### src/rtl/prbs_pattern_gen.sv
// prbs_pattern_gen: byte-wide stimulus source.
// On an accepted start it emits n copies of the 32-bit sync word, MSB byte first,
// then PRBS_BYTES bytes of PRBS-15 (x^15+x^14+1) payload, then pulses done.
// A downstream enable stalls the stream. A byte is consumed on out_valid & en.
module prbs_pattern_gen #(
    parameter logic [31:0] PATTERN    = 32'hAABBCCDD,
    parameter logic [14:0] SEED       = 15'h7FFF,
    parameter int unsigned PRBS_BYTES = 16
) (
    input  logic       CLK,
    input  logic       RST,
    input  logic       start,
    input  logic [7:0] n,
    input  logic       en,
    output logic [7:0] out,
    output logic       out_valid,
    output logic       busy,
    output logic       done
);

    localparam logic [1:0] IDLE = 2'd0;
    localparam logic [1:0] PAT  = 2'd1;
    localparam logic [1:0] PRBS = 2'd2;
    localparam logic [1:0] FIN  = 2'd3;

    localparam logic [7:0] PRBS_LAST = 8'(PRBS_BYTES - 1);

    logic [1:0]  state;
    logic [7:0]  n_lat;
    logic [7:0]  rep_cnt;
    logic [1:0]  byte_idx;
    logic [7:0]  prbs_cnt;
    logic [14:0] lfsr;
    logic [14:0] lfsr_next8;
    logic [7:0]  pat_byte;

    // Advance the LFSR eight steps at once. The eight new bits land in the low byte, oldest in bit 7.
    always_comb begin
        lfsr_next8 = lfsr;
        for (int unsigned i = 0; i < 8; i++) begin
            lfsr_next8 = {lfsr_next8[13:0], lfsr_next8[14] ^ lfsr_next8[13]};
        end
    end

    // Select the sync-word byte for the current position, MSB byte first.
    always_comb begin
        pat_byte = '0;
        case (byte_idx)
            2'd0:    pat_byte = PATTERN[31:24];
            2'd1:    pat_byte = PATTERN[23:16];
            2'd2:    pat_byte = PATTERN[15:8];
            default: pat_byte = PATTERN[7:0];
        endcase
    end

    // Decode the outputs from the registered state so that reset clears them at once.
    always_comb begin
        out_valid = (state == PAT) || (state == PRBS);
        busy      = out_valid;
        done      = (state == FIN);
        out       = '0;
        if (state == PAT) begin
            out = pat_byte;
        end else if (state == PRBS) begin
            out = lfsr_next8[7:0];
        end
    end

    // Frame sequencing. Counters and the LFSR only move on a consumed byte.
    always_ff @(posedge CLK or posedge RST) begin
        if (RST) begin
            state    <= IDLE;
            n_lat    <= '0;
            rep_cnt  <= '0;
            byte_idx <= '0;
            prbs_cnt <= '0;
            lfsr     <= SEED;
        end else begin
            case (state)
                IDLE: begin
                    if (start) begin
                        n_lat    <= n;
                        lfsr     <= SEED;
                        rep_cnt  <= '0;
                        byte_idx <= '0;
                        prbs_cnt <= '0;
                        state    <= (n != 8'd0) ? PAT : PRBS;
                    end
                end
                PAT: begin
                    if (en) begin
                        byte_idx <= byte_idx + 2'd1;
                        if (byte_idx == 2'd3) begin
                            rep_cnt <= rep_cnt + 8'd1;
                            if (rep_cnt + 8'd1 == n_lat) begin
                                state <= PRBS;
                            end
                        end
                    end
                end
                PRBS: begin
                    if (en) begin
                        lfsr <= lfsr_next8;
                        if (prbs_cnt == PRBS_LAST) begin
                            state <= FIN;
                        end else begin
                            prbs_cnt <= prbs_cnt + 8'd1;
                        end
                    end
                end
                default: begin
                    state <= IDLE;
                end
            endcase
        end
    end

endmodule
### config.mk
export PLATFORM = sky130hd
export DESIGN_NAME = prbs_pattern_gen
export DESIGN_NICKNAME = d
export VERILOG_FILES = /design/src/rtl/prbs_pattern_gen.sv
export SDC_FILE = /design/constraint.sdc
export NUM_CORES = 1
export LEC_CHECK = 0
export BUFFER_PORTS_ARGS = -buffer_cell sky130_fd_sc_hd__buf_2
export CAP_MARGIN = 10
export CORE_ASPECT_RATIO = 1.2
export CORE_MARGIN = 10
export CORE_UTILIZATION = 40
export CTS_CLUSTER_SIZE = 16
export DETAILED_ROUTE_END_ITERATION = 8
export SLEW_MARGIN = 20
export SYNTH_ARGS = -nofsm -noshare
export SYNTH_HDL_FRONTEND = slang
export SYNTH_SLANG_ARGS = --single-unit
### constraint.sdc
create_clock -name CLK -period 5.8 [get_ports CLK]
set_clock_uncertainty 0.2 [all_clocks]
set_input_delay 1.74 -clock CLK [delete_from_list [all_inputs] [get_ports CLK]]
set_output_delay 1.74 -clock CLK [all_outputs]
set_load 0.02 [all_outputs]
# Word-level counts from Yosys, hierarchy flattened
# Index checks and enable logic that the tools add are counted.
dict set report totals {
  register_bits 43
  inputBits 12
}
dict set report classes {
  add_sub_neg 3
  eq_ne 15
  n_mux 24
  bitwise_logic 8
  n_reduce_logical 12
}
# operator n
set ops {}
lappend ops {{$mux W8} 7}
lappend ops {{$pmux W8 S2} 2}
lappend ops {{$mux W15} 2}
lappend ops {{$pmux W15 S2} 1}
lappend ops {{$pmux W7 S3} 1}
lappend ops {{$mux W2} 9}
lappend ops {{$add A8 B1 Y8 const B} 2}
lappend ops {{$eq A2 B2 Y1 const B} 4}
lappend ops {{$eq A8 B4 Y1 const B} 1}
lappend ops {{$eq A8 B8 Y1} 1}
lappend ops {{$ne A2 B2 Y1 const B} 4}
lappend ops {{$reduce_and A4 Y1} 2}
lappend ops {{$reduce_bool A8 Y1} 1}
lappend ops {{$xor A1 B1 Y1} 8}
lappend ops {{$ne A2 B1 Y1 const B} 3}
lappend ops {{$pmux W2 S3} 1}
lappend ops {{$reduce_and A3 Y1} 2}
lappend ops {{$reduce_and A6 Y1} 1}
lappend ops {{$eq A2 B1 Y1 const B} 2}
lappend ops {{$logic_not A2 Y1} 2}
lappend ops {{$pmux W2 S2} 1}
lappend ops {{$reduce_bool A2 Y1} 2}
lappend ops {{$add A2 B1 Y2 const B} 1}
lappend ops {{$reduce_and A2 Y1} 1}
lappend ops {{$logic_or A1 B1 Y1} 1}

# Longest topological paths before layout
# Gate-level depths: netlist of the first run.
dict set report logic_depth {
  word_depth 6
  ltp_mapped 9
}

# Worst setup path before layout of the first run
# No wires, ideal clock.
dict set report synth_path {
  kind {flip-flop to output port}
  from {register state[0]}
  to {output out[0]}
  arrival_ps 1662
  slack_ps 2198
  stages_incl_launch_ff 6
  path_buffers 1
  path_cell_list {dfrtp_1 -> inv_1 -> ha_1 -> clkbuf_1 -> nand2b_1 -> o21ai_0}
}
dict set report synth_via {
  elab_chain_cells 3
  elab_cells_between_ends 4
  classes_between {eq/ne (2); mux (2)}
}
# item line_no
set synth_rtl {}
lappend synth_rtl {{start: declaration} 28} ;# logic [1:0] state;
lappend synth_rtl {{start signal: assignment} 87} ;# state <= (n != 8'd0) ? PAT : PRBS;
lappend synth_rtl {{$eq A2 B2 Y1} 64} ;# end else if (state == PRBS) begin
lappend synth_rtl {{$mux W8} 64}
lappend synth_rtl {{$mux W8 *} 62} ;# if (state == PAT) begin
lappend synth_rtl {{end: declaration} 15} ;# output logic [7:0] out,
# Every way passes the cells marked *; elsewhere a longest branch is shown, timed or not.

# Worst setup path in the final report of the first run
dict set report layout_path {
  from {register state[1]}
  to {output out[4]}
}
# The elaborated chain is that of the path after synthesis.

==> results_dict.tcl, run 1 <==
set metrics [dict create \
    timing.critical_path.slowest_stage_cell "sky130_fd_sc_hd__dfrtp_1" \
    num_io_pins 23 \
    starting_drt_drc_count 111 \
    fmax_mhz 265 \
    postSynthNetCount 267 \
    clock-sinks 43 \
    dp_hpwl_microns 3710 \
    routed_wl_microns 4980 \
    ctsHtreeMaxLevel 2 \
    post-layout-total-power_w 0.00130 \
    die_h_microns 105 \
    cellLeakagePower_nw 1.18 \
    timing.reg2reg.worst_path_depth 10 \
    layout.filler_cells 561 \
    crit_required_ns 3.86 \
    drive_above_1_share 0.223 \
    synth-edff-count 0 \
    worst_setup_path_end_kind "primary output" \
    critPathKind "reg2out" \
    post_drt_via_cell_ratio 5.19 \
    ys_seq_area_frac 0.454 \
    hold_bufs_inserted_after_cts 0 \
    setup_tns_ns 0 \
    run_status "finished clean" \
    synthesis.instances 245 \
    clk_latency_ns 0.29 \
    syn_to_layout_area_delta_pct 11.6 \
    postCtsResizedCells 0 \
    rows 30 \
    post-route-util 0.469 \
    clock_tree.buffer_depth 2 \
    route.antenna.remaining_nets 0 \
    worst_slew_margin_relative_to_its_limit 0.460 \
    first_pass_iters 4 \
    max_slew.worst_pin.slew_ns 0.805 \
    fp.dieArea_sq_um 9550 \
    dieWidth_microns 90.9 \
    sequential_cell_area_sq_um 1090 \
    route.vias.total 1811 \
    report.final.hold_viol_count 0 \
    crit_arrival_ns 1.84 \
    max_cap_violations 0 \
    synth.yosys.warnings 0 \
    wl_per_cell_microns 14.3 \
    share_of_total_power_in_sequential_cells 0.367 \
    cts.reportedPaths.clkPinSlew_ns 0.08 \
    cp-start-kind "flop" \
    core_region_area_sq_um 5740 \
    postCtsSetupRepairBufs 0 \
    route.detailed.drc 0 \
    syn-mean-instance-area_sq_um 9.85 \
    gr-total-overflow 0 \
    finalNetCount 290 \
    tritoncts_buffer_count 5 \
    number_of_antenna_violations_at_the_first_check_in_global_routing 1 \
    final.min_clock_period_ns 3.78 \
    grt_start_max_net_pins 44 \
    power_switching_share 0.425 \
    comb_power_share 0.491 \
    asyncSetResetFlopFracSynth 1.00 \
    yosys.cell_types.count 42 \
    cts_tree "done" \
    min-delay-path-class "reg2reg" \
    irDropWorstVdd_uv 172 \
    cellInternalPower_w 0.000750 \
    timing.hold.worst_path_depth 2 \
    timing.critical_path.fanout_max 13 \
    grt_pass1_wl_microns 8610 \
    layout_common_cells "28 x sky130_fd_sc_hd__dfrtp_1, 27 x sky130_fd_sc_hd__nor2_1, 24 x sky130_fd_sc_hd__xnor2_1, 22 x sky130_fd_sc_hd__buf_2" \
    timing_max_transition_violations_final 0 \
    clock_tree.root_cell "sky130_fd_sc_hd__clkbuf_8" \
    post-route-period-util 0.652 \
    syn-cell-area_sq_um 2410 \
    gr-usage-all-layers 0.108 \
    critical-path-top-cell-by-count "sky130_fd_sc_hd__o21ai_0" \
    timing.final.setup_violations 0 \
    gp_congestion 0.743 \
    layout_commonest_cell "sky130_fd_sc_hd__dfrtp_1" \
    total_switching_power_w 0.000555 \
    num_antenna_cells 0 \
    starting_density_of_the_core 0.420 \
    crit_path_cell_trace "inv_1 -> ha_1 -> o21ai_0 -> o21ai_0 -> buf_2" \
    grt_pass1_vias 1818 \
    power-per-cell-area_nw_per_um2 484 \
    slowest_delay_ns 0.44 \
    yosys_register_bits 43 \
    rsz0062_at_grt "false" \
    primary_ff_master_synth "sky130_fd_sc_hd__dfrtp_1" \
    io_buffers 22 \
    multi_input_area_sq_um 1220 \
    p_clk_frac 0.141 \
]
[final cells by class]
| class | count | share of cell area |
|---|---|---|
| Clock buffer | 7 | 0.0283 |
| Timing Repair Buffer | 25 | 0.0493 |
| Sequential cell | 43 | 0.407 |
| Inverter | 18 | 0.0251 |
| Clock inverter | 1 | 0.00186 |
| Tap cell | 80 | 0.0372 |
| Multi-Input combinational cell | 175 | 0.452 |
[sequential cells by signal, summed over array words and instances (netlist names)]
name / cells
state: 2
lfsr: 15
rep_cnt: 8
prbs_cnt: 8
byte_idx: 2
n_lat: 8
[worst max-delay path: cells and delay by family (launching register included)]
family	cells	cell delay [ns]
buf+inv	2	0.31
flops	1	0.44
fa+ha+maj	1	0.42
compound gates	2	0.38
[stage by stage]
step / setup slack, ns / area, sq um / hold WS, ns / cells
4_1_cts: 2.00 / 2690 / 0.276 / 349
6_report: 2.02 / 2690 / 0.272 / 349
3_5_place_dp: 1.95 / 2610 / 0.264 / 341
3_3_place_gp: 2.03 / 2610 / 0.260 / 341
5_1_grt: 1.84 / 2690 / 0.306 / 349
2_1_floorplan: 2.20 / 2410 / 0.250 / 245
[power groups by stage]
| stage | clock, W | sequential (W) | combinational [W] |
|---|---|---|---|
| after global placement | 0 | 0.000485 | 0.000641 |
| after CTS | 0.000191 | 0.000480 | 0.000648 |
| after detailed placement | 0 | 0.000485 | 0.000646 |
| final | 0.000185 | 0.000479 | 0.000641 |
| after global routing | 0.000201 | 0.000493 | 0.000713 |
| after floorplan | 0 | 0.000465 | 0.000513 |
[worst paths after layout]
kind                           from          end  slack [ns]
hold / removal              lfsr[0]      lfsr[8]        0.27
setup / recovery           state[1]       out[4]        2.02
max in group asynchronous       RST      lfsr[5]        3.66
hold reg to reg             lfsr[0]      lfsr[8]        0.27
min in group asynchronous       RST   rep_cnt[6]        1.36
setup reg to reg           state[0]  prbs_cnt[6]        2.79
[per-layer routing]
layer	part of all wire	up-vias	track usage
met5	0.0024	-	0
met4	0.019	2	0.0426
met3	0.039	9	0.0358
met2	0.49	25	0.181
met1	0.45	877	0.124
li1	-	898	-
[cell families (layout without fill, tap and decap cells)]
logic type,count (synthesis),after routing,share of synthesized area
and+or+nand+nor,70,70,0.147
AOI/OAI and AO/OA,56,56,0.150
DFF,43,43,0.454
xor gates and xnor gates,29,29,0.105
buffers and inverters,27,51,0.0441
adders and majority gates,10,10,0.0519
muxes,10,10,0.0477
[cells in the mapped netlist, types with 2 or more instances]
master / instances / area share
sky130_fd_sc_hd__dfrtp_1: 28 / 0.29
sky130_fd_sc_hd__nor2_1: 27 / 0.042
sky130_fd_sc_hd__xnor2_1: 24 / 0.087
sky130_fd_sc_hd__inv_1: 18 / 0.028
sky130_fd_sc_hd__o21ai_0: 17 / 0.035
sky130_fd_sc_hd__a31oi_1: 16 / 0.041
sky130_fd_sc_hd__dfstp_2: 15 / 0.16
sky130_fd_sc_hd__nand2_1: 15 / 0.023
sky130_fd_sc_hd__ha_1: 10 / 0.052
sky130_fd_sc_hd__mux2_2: 8 / 0.037
sky130_fd_sc_hd__clkbuf_1: 7 / 0.011
sky130_fd_sc_hd__nand3_1: 6 / 0.012
sky130_fd_sc_hd__xor2_1: 5 / 0.018
sky130_fd_sc_hd__a21oi_1: 4 / 0.0083
sky130_fd_sc_hd__nand4_1: 4 / 0.010
sky130_fd_sc_hd__a22o_1: 3 / 0.011
sky130_fd_sc_hd__nand2b_1: 3 / 0.0078
sky130_fd_sc_hd__o22ai_1: 3 / 0.0078
sky130_fd_sc_hd__nor2b_1: 2 / 0.0052
sky130_fd_sc_hd__nor3_1: 2 / 0.0041
sky130_fd_sc_hd__nor4_1: 2 / 0.0052
sky130_fd_sc_hd__o211ai_1: 2 / 0.0062
sky130_fd_sc_hd__o21ai_1: 2 / 0.0041
sky130_fd_sc_hd__o21bai_1: 2 / 0.0062
sky130_fd_sc_hd__o31ai_1: 2 / 0.0062
sky130_fd_sc_hd__o41ai_1: 2 / 0.0073
No activity file was read; power rests on OpenSTA's default activity.
==> inputs of run 2 (changes only) <==
clock period = 3.3 ns   (was 5.8 ns; I/O delays follow)
==> run 2 against run 1 <==
  * Global-route usage rose by 0.18 points
  * Combinational power is 83% higher
  * Utilization increased by 0.96 points
  * Critical path depth stayed put
  * Power rose by 80%
  * Sequential power is 75% higher
  * Critical path type unchanged
  * Routed wire length increased by 0.66%
  * Largest cell class unchanged
==> results_dict.tcl, run 2 (synthesized netlist as in run 1, its figures left out) <==
set metrics [dict create \
    final.min_clock_period_ns 2.99 \
    timing.critical_path.fanout_max 13 \
    flip_flop_count_of_the_largest_register_after_layout 15 \
    grt_start_max_net_pins 33 \
    clk_latency_ns 0.30 \
    core_region_area_sq_um 5740 \
    worst_slew_margin_relative_to_its_limit 0.399 \
    postCtsResizedCells 0 \
    multi_input_area_sq_um 1220 \
    clock-sinks 43 \
    power-per-cell-area_nw_per_um2 855 \
    route.antenna.remaining_nets 0 \
    layout_commonest_cell "sky130_fd_sc_hd__dfrtp_1" \
    num_io_pins 23 \
    cp-start-kind "flop" \
    die_h_microns 105 \
    gp_congestion 0.792 \
    run_status "finished clean" \
    crit_required_ns 2.11 \
    layout.filler_cells 545 \
    timing_max_transition_violations_final 0 \
    min-delay-path-class "reg2reg" \
    setup_tns_ns 0 \
    wl_per_cell_microns 14.1 \
    critPathKind "reg2out" \
    post_drt_via_cell_ratio 5.00 \
    ctsHtreeMaxLevel 2 \
    route.detailed.drc 0 \
    layout_setup_ws_ns 0.313 \
    rows 30 \
    route.vias.total 1775 \
    rsz0062_at_grt "false" \
    report.final.hold_viol_count 0 \
    postCtsSetupRepairBufs 0 \
    gr-total-overflow 0 \
    layout_common_cells "28 x sky130_fd_sc_hd__dfrtp_1, 27 x sky130_fd_sc_hd__nor2_1, 24 x sky130_fd_sc_hd__xnor2_1, 22 x sky130_fd_sc_hd__buf_2" \
    first_pass_iters 4 \
    fmax_mhz 335 \
    num_antenna_cells 0 \
    starting_density_of_the_core 0.420 \
    routed_wl_microns 5010 \
    clock_tree.buffer_depth 2 \
    worst_setup_path_end_kind "primary output" \
    number_of_antenna_violations_at_the_first_check_in_global_routing 0 \
    grt_pass1_vias 1857 \
    max_slew.worst_pin.slew_ns 0.896 \
    dieWidth_microns 90.9 \
    post-route-period-util 0.905 \
    syn_to_layout_area_delta_pct 13.9 \
    grt_pass1_wl_microns 8760 \
    sequential_cell_area_sq_um 1090 \
    tritoncts_buffer_count 5 \
    dp_hpwl_microns 3880 \
    starting_drt_drc_count 113 \
    largest_register "lfsr" \
    cts.reportedPaths.clkPinSlew_ns 0.07 \
    drive_above_1_share 0.244 \
    io_buffers 22 \
    pre_cts_slack_ns 0.648 \
    hold_bufs_inserted_after_cts 0 \
    irDropWorstVdd_uv 317 \
    crit_arrival_ns 1.80 \
    clock_tree.root_cell "sky130_fd_sc_hd__clkbuf_8" \
    finalNetCount 296 \
    gr-usage-all-layers 0.110 \
    max_cap_violations 0 \
    cts_tree "done" \
    timing.final.setup_violations 0 \
    fp.dieArea_sq_um 9550 \
    post-layout-total-power_w 0.00235 \
    cellLeakagePower_nw 1.21 \
]
run 2: cell count changes in the layout (fill, tap and decap cells not counted):
cell                       change
sky130_fd_sc_hd__clkbuf_1      -1
sky130_fd_sc_hd__clkbuf_8      +1
sky130_fd_sc_hd__buf_4         +6
run 2: path summary, 6_finish.rpt:
check | from | slack, ns | end | cells past startpoint
setup / recovery | state[1] | 0.31 | out[5] | 5
hold / removal | lfsr[1] | 0.28 | lfsr[9] | 2
setup reg to reg | state[0] | 0.80 | prbs_cnt[4] | 10
hold reg to reg | lfsr[1] | 0.28 | lfsr[9] | 2
max in group asynchronous | RST | 1.66 | lfsr[12] | 3
min in group asynchronous | RST | 0.56 | prbs_cnt[3] | 2
run 2: final cells by class:
cell class,instances,area share
multi-input combinational,175,0.443
sequential,43,0.398
timing repair buffer,31,0.0647
tap,80,0.0364
clock buffer,7,0.0314
inverter,18,0.0246
clock inverter,1,0.00182
run 2: metrics by stage:
step	utilization	hold WS (ns)	cell area, sq um	std cells
3_3_place_gp	0.463	0.262	2660	347
6_report	0.478	0.275	2750	355
4_1_cts	0.478	0.277	2750	355
3_5_place_dp	0.463	0.265	2660	347
5_1_grt	0.478	0.295	2750	355
2_1_floorplan	-	0.250	2410	245
run 2: report_power, final:
| group | internal [W] | switching, W | total, W |
|---|---|---|---|
| registers | 0.000716 | 0.000123 | 0.000839 |
| logic | 0.000488 | 0.000679 | 0.00117 |
| clock network | 0.000169 | 0.000173 | 0.000342 |
| total | 0.00137 | 0.000976 | 0.00235 |
run 2: layer usage:
metal  global-route usage  share of wire  vias to the layer above
met5                    0              0                        -
met4               0.0370          0.014                        0
met3               0.0293          0.032                        6
met2                0.188           0.49                       41
met1                0.130           0.46                      823
li1                     -              -                      905
run 2: worst max-delay path: stages (launching register included):
cell and delay (ns):
sky130_fd_sc_hd__dfrtp_1 0.44, sky130_fd_sc_hd__inv_1 0.09, sky130_fd_sc_hd__ha_1 0.33, sky130_fd_sc_hd__nand2b_1 0.27, sky130_fd_sc_hd__o21ai_0 0.18, sky130_fd_sc_hd__buf_2 0.19
==> inputs of run 3 (changes only) <==
CORE_UTILIZATION = 45   (was 40)
PLACE_DENSITY_LB_ADDON = 0.2   (was unset)
==> run 3 against run 2 <==
  * Critical endpoint is now out[2]
  * Final area is 0.91% lower
  * Largest cell class unchanged
  * Clock-buffer cell count did not move
  * Routed wire length is 0.36% higher
==> results_dict.tcl, run 3 (synthesized netlist as in run 1, its figures left out) <==
set metrics [dict create \
    fmax_mhz 335 \
    post_drt_via_cell_ratio 5.35 \
    final_standard_cell_area_without_fillers_sq_um 2720 \
    grt_pass1_vias 1819 \
    sequential_cell_area_sq_um 1090 \
    report.final.hold_viol_count 0 \
    routed_wl_microns 5030 \
    run_status "finished clean" \
    cp-start-kind "flop" \
    dp_hpwl_microns 3840 \
    num_io_pins 23 \
    total_switching_power_w 0.000988 \
    gr-total-overflow 0 \
    clock-sinks 43 \
    max_slew.worst_pin.slew_ns 0.805 \
    layout.filler_cells 476 \
    worst_slew_margin_relative_to_its_limit 0.463 \
    timing.final.setup_violations 0 \
    cellLeakagePower_nw 1.21 \
    route.antenna.remaining_nets 0 \
    gp_congestion 0.799 \
    crit_path_start "state[1]" \
    rsz0062_at_grt "false" \
    min-delay-path-class "reg2reg" \
    clock_tree.buffer_depth 2 \
    crit_arrival_ns 1.79 \
    pre_cts_slack_ns 0.629 \
    share_of_total_power_in_sequential_cells 0.358 \
    first_pass_iters 4 \
    post-route-period-util 0.904 \
    critPathKind "reg2out" \
    ctsHtreeMaxLevel 2 \
    ff2ff_setup_slack_ns 0.74 \
    rows 29 \
    cellInternalPower_w 0.00137 \
    crit_required_ns 2.11 \
    dieWidth_microns 86.8 \
    route.vias.total 1793 \
    layout_commonest_cell "sky130_fd_sc_hd__dfrtp_1" \
    cts_tree "done" \
    timing_max_transition_violations_final 0 \
    max_cap_violations 0 \
    drive_above_1_share 0.238 \
    route.detailed.drc 0 \
    clk_latency_ns 0.30 \
    timing.hold.ws_ns 0.267 \
    syn_to_layout_area_delta_pct 12.9 \
    gr-usage-all-layers 0.122 \
    dpl_cell_area_sq_um 2630 \
    timing.reg2reg.worst_path_depth 9 \
    layout_common_cells "28 x sky130_fd_sc_hd__dfrtp_1, 27 x sky130_fd_sc_hd__nor2_1, 24 x sky130_fd_sc_hd__xnor2_1, 22 x sky130_fd_sc_hd__buf_2, 18 x sky130_fd_sc_hd__inv_1" \
    capturing_point_of_the_worst_reg2reg_path "prbs_cnt[7]" \
    power_switching_share 0.419 \
    num_antenna_cells 0 \
    die_h_microns 100 \
    fp.dieArea_sq_um 8700 \
    multi_input_area_sq_um 1220 \
    flip_flop_count_of_the_largest_register_after_layout 15 \
    setup_tns_ns 0 \
    tritoncts_buffer_count 5 \
    number_of_antenna_violations_at_the_first_check_in_global_routing 0 \
    starting_drt_drc_count 88 \
    worst_setup_path_endpoint "out[2]" \
    layout_setup_ws_ns 0.317 \
    largest_register "lfsr" \
    finalNetCount 294 \
    power-per-cell-area_nw_per_um2 865 \
    io_buffers 22 \
    grt_start_max_net_pins 32 \
    cts.reportedPaths.clkPinSlew_ns 0.08 \
    comb_power_share 0.495 \
    final.min_clock_period_ns 2.98 \
    p_clk_frac 0.147 \
    rr_startpoint "state[0]" \
    postCtsSetupRepairBufs 0 \
    irDropWorstVdd_uv 412 \
    wl_per_cell_microns 15.0 \
    hold_bufs_inserted_after_cts 0 \
    grt_pass1_wl_microns 8600 \
    worst_setup_path_end_kind "primary output" \
    core_region_area_sq_um 5260 \
    postCtsResizedCells 0 \
    starting_density_of_the_core 0.459 \
    timing.critical_path.fanout_max 13 \
    clock_tree.root_cell "sky130_fd_sc_hd__clkbuf_8" \
]
==> run 3: changes by cell type in the layout (fill, tap and decap cells not counted), sizes merged <==
cell / delta
clkinv: -1
inv: +1
buf: -2
==> run 3: how the worst min path moves through the flow <==
stage                     startpoint        to  slack [ns]  cells past startpoint
after floorplan              lfsr[2]  lfsr[10]        0.25                      2
after global placement       lfsr[4]  lfsr[12]        0.26                      2
after detailed placement     lfsr[4]  lfsr[12]        0.26                      2
after CTS                    lfsr[4]  lfsr[12]        0.27                      2
after global routing         lfsr[4]  lfsr[12]        0.29                      2
final                        lfsr[4]  lfsr[12]        0.27                      2
==> run 3: layout make-up <==
type | instances | area share
clock buffers | 7 | 0.0317
clock inverters | 1 | 0.00184
inverters | 18 | 0.0248
multi-input cells | 175 | 0.447
flip-flops and latches | 43 | 0.402
well taps | 62 | 0.0285
repair buffers | 29 | 0.0643
==> run 3: power by group through the flow <==
stage                     clock network [W]  logic (W)  registers, W
after global routing               0.000371    0.00132      0.000863
after floorplan                           0   0.000902      0.000817
final                              0.000346    0.00117      0.000843
after detailed placement                  0    0.00117      0.000857
after CTS                          0.000360    0.00118      0.000846
after global placement                    0    0.00117      0.000853
==> run 3: worst max-delay path, stage by stage (launching register included) <==
cell	delay, ns
sky130_fd_sc_hd__dfrtp_1	0.44
sky130_fd_sc_hd__inv_1	0.08
sky130_fd_sc_hd__ha_1	0.33
sky130_fd_sc_hd__nand2b_1	0.26
sky130_fd_sc_hd__o21ai_0	0.18
sky130_fd_sc_hd__buf_2	0.19
==> run 3: layer usage <==
layer / share of wire / vias to the layer above / routed length (microns) / global-route usage
met5: 0 / - / 0 / 0
met4: 0.024 / 0 / 122 / 0.0612
met3: 0.059 / 12 / 296 / 0.0348
met2: 0.49 / 35 / 2480 / 0.198
met1: 0.42 / 840 / 2120 / 0.141
li1: - / 906 / - / -
==> run 3: through the flow <==
stage | util | instances | total power, W
2_1_floorplan | - | 245 | 0.00172
3_3_place_gp | 0.500 | 327 | 0.00202
3_5_place_dp | 0.500 | 327 | 0.00203
4_1_cts | 0.517 | 335 | 0.00238
5_1_grt | 0.517 | 335 | 0.00255
6_report | 0.517 | 335 | 0.00236
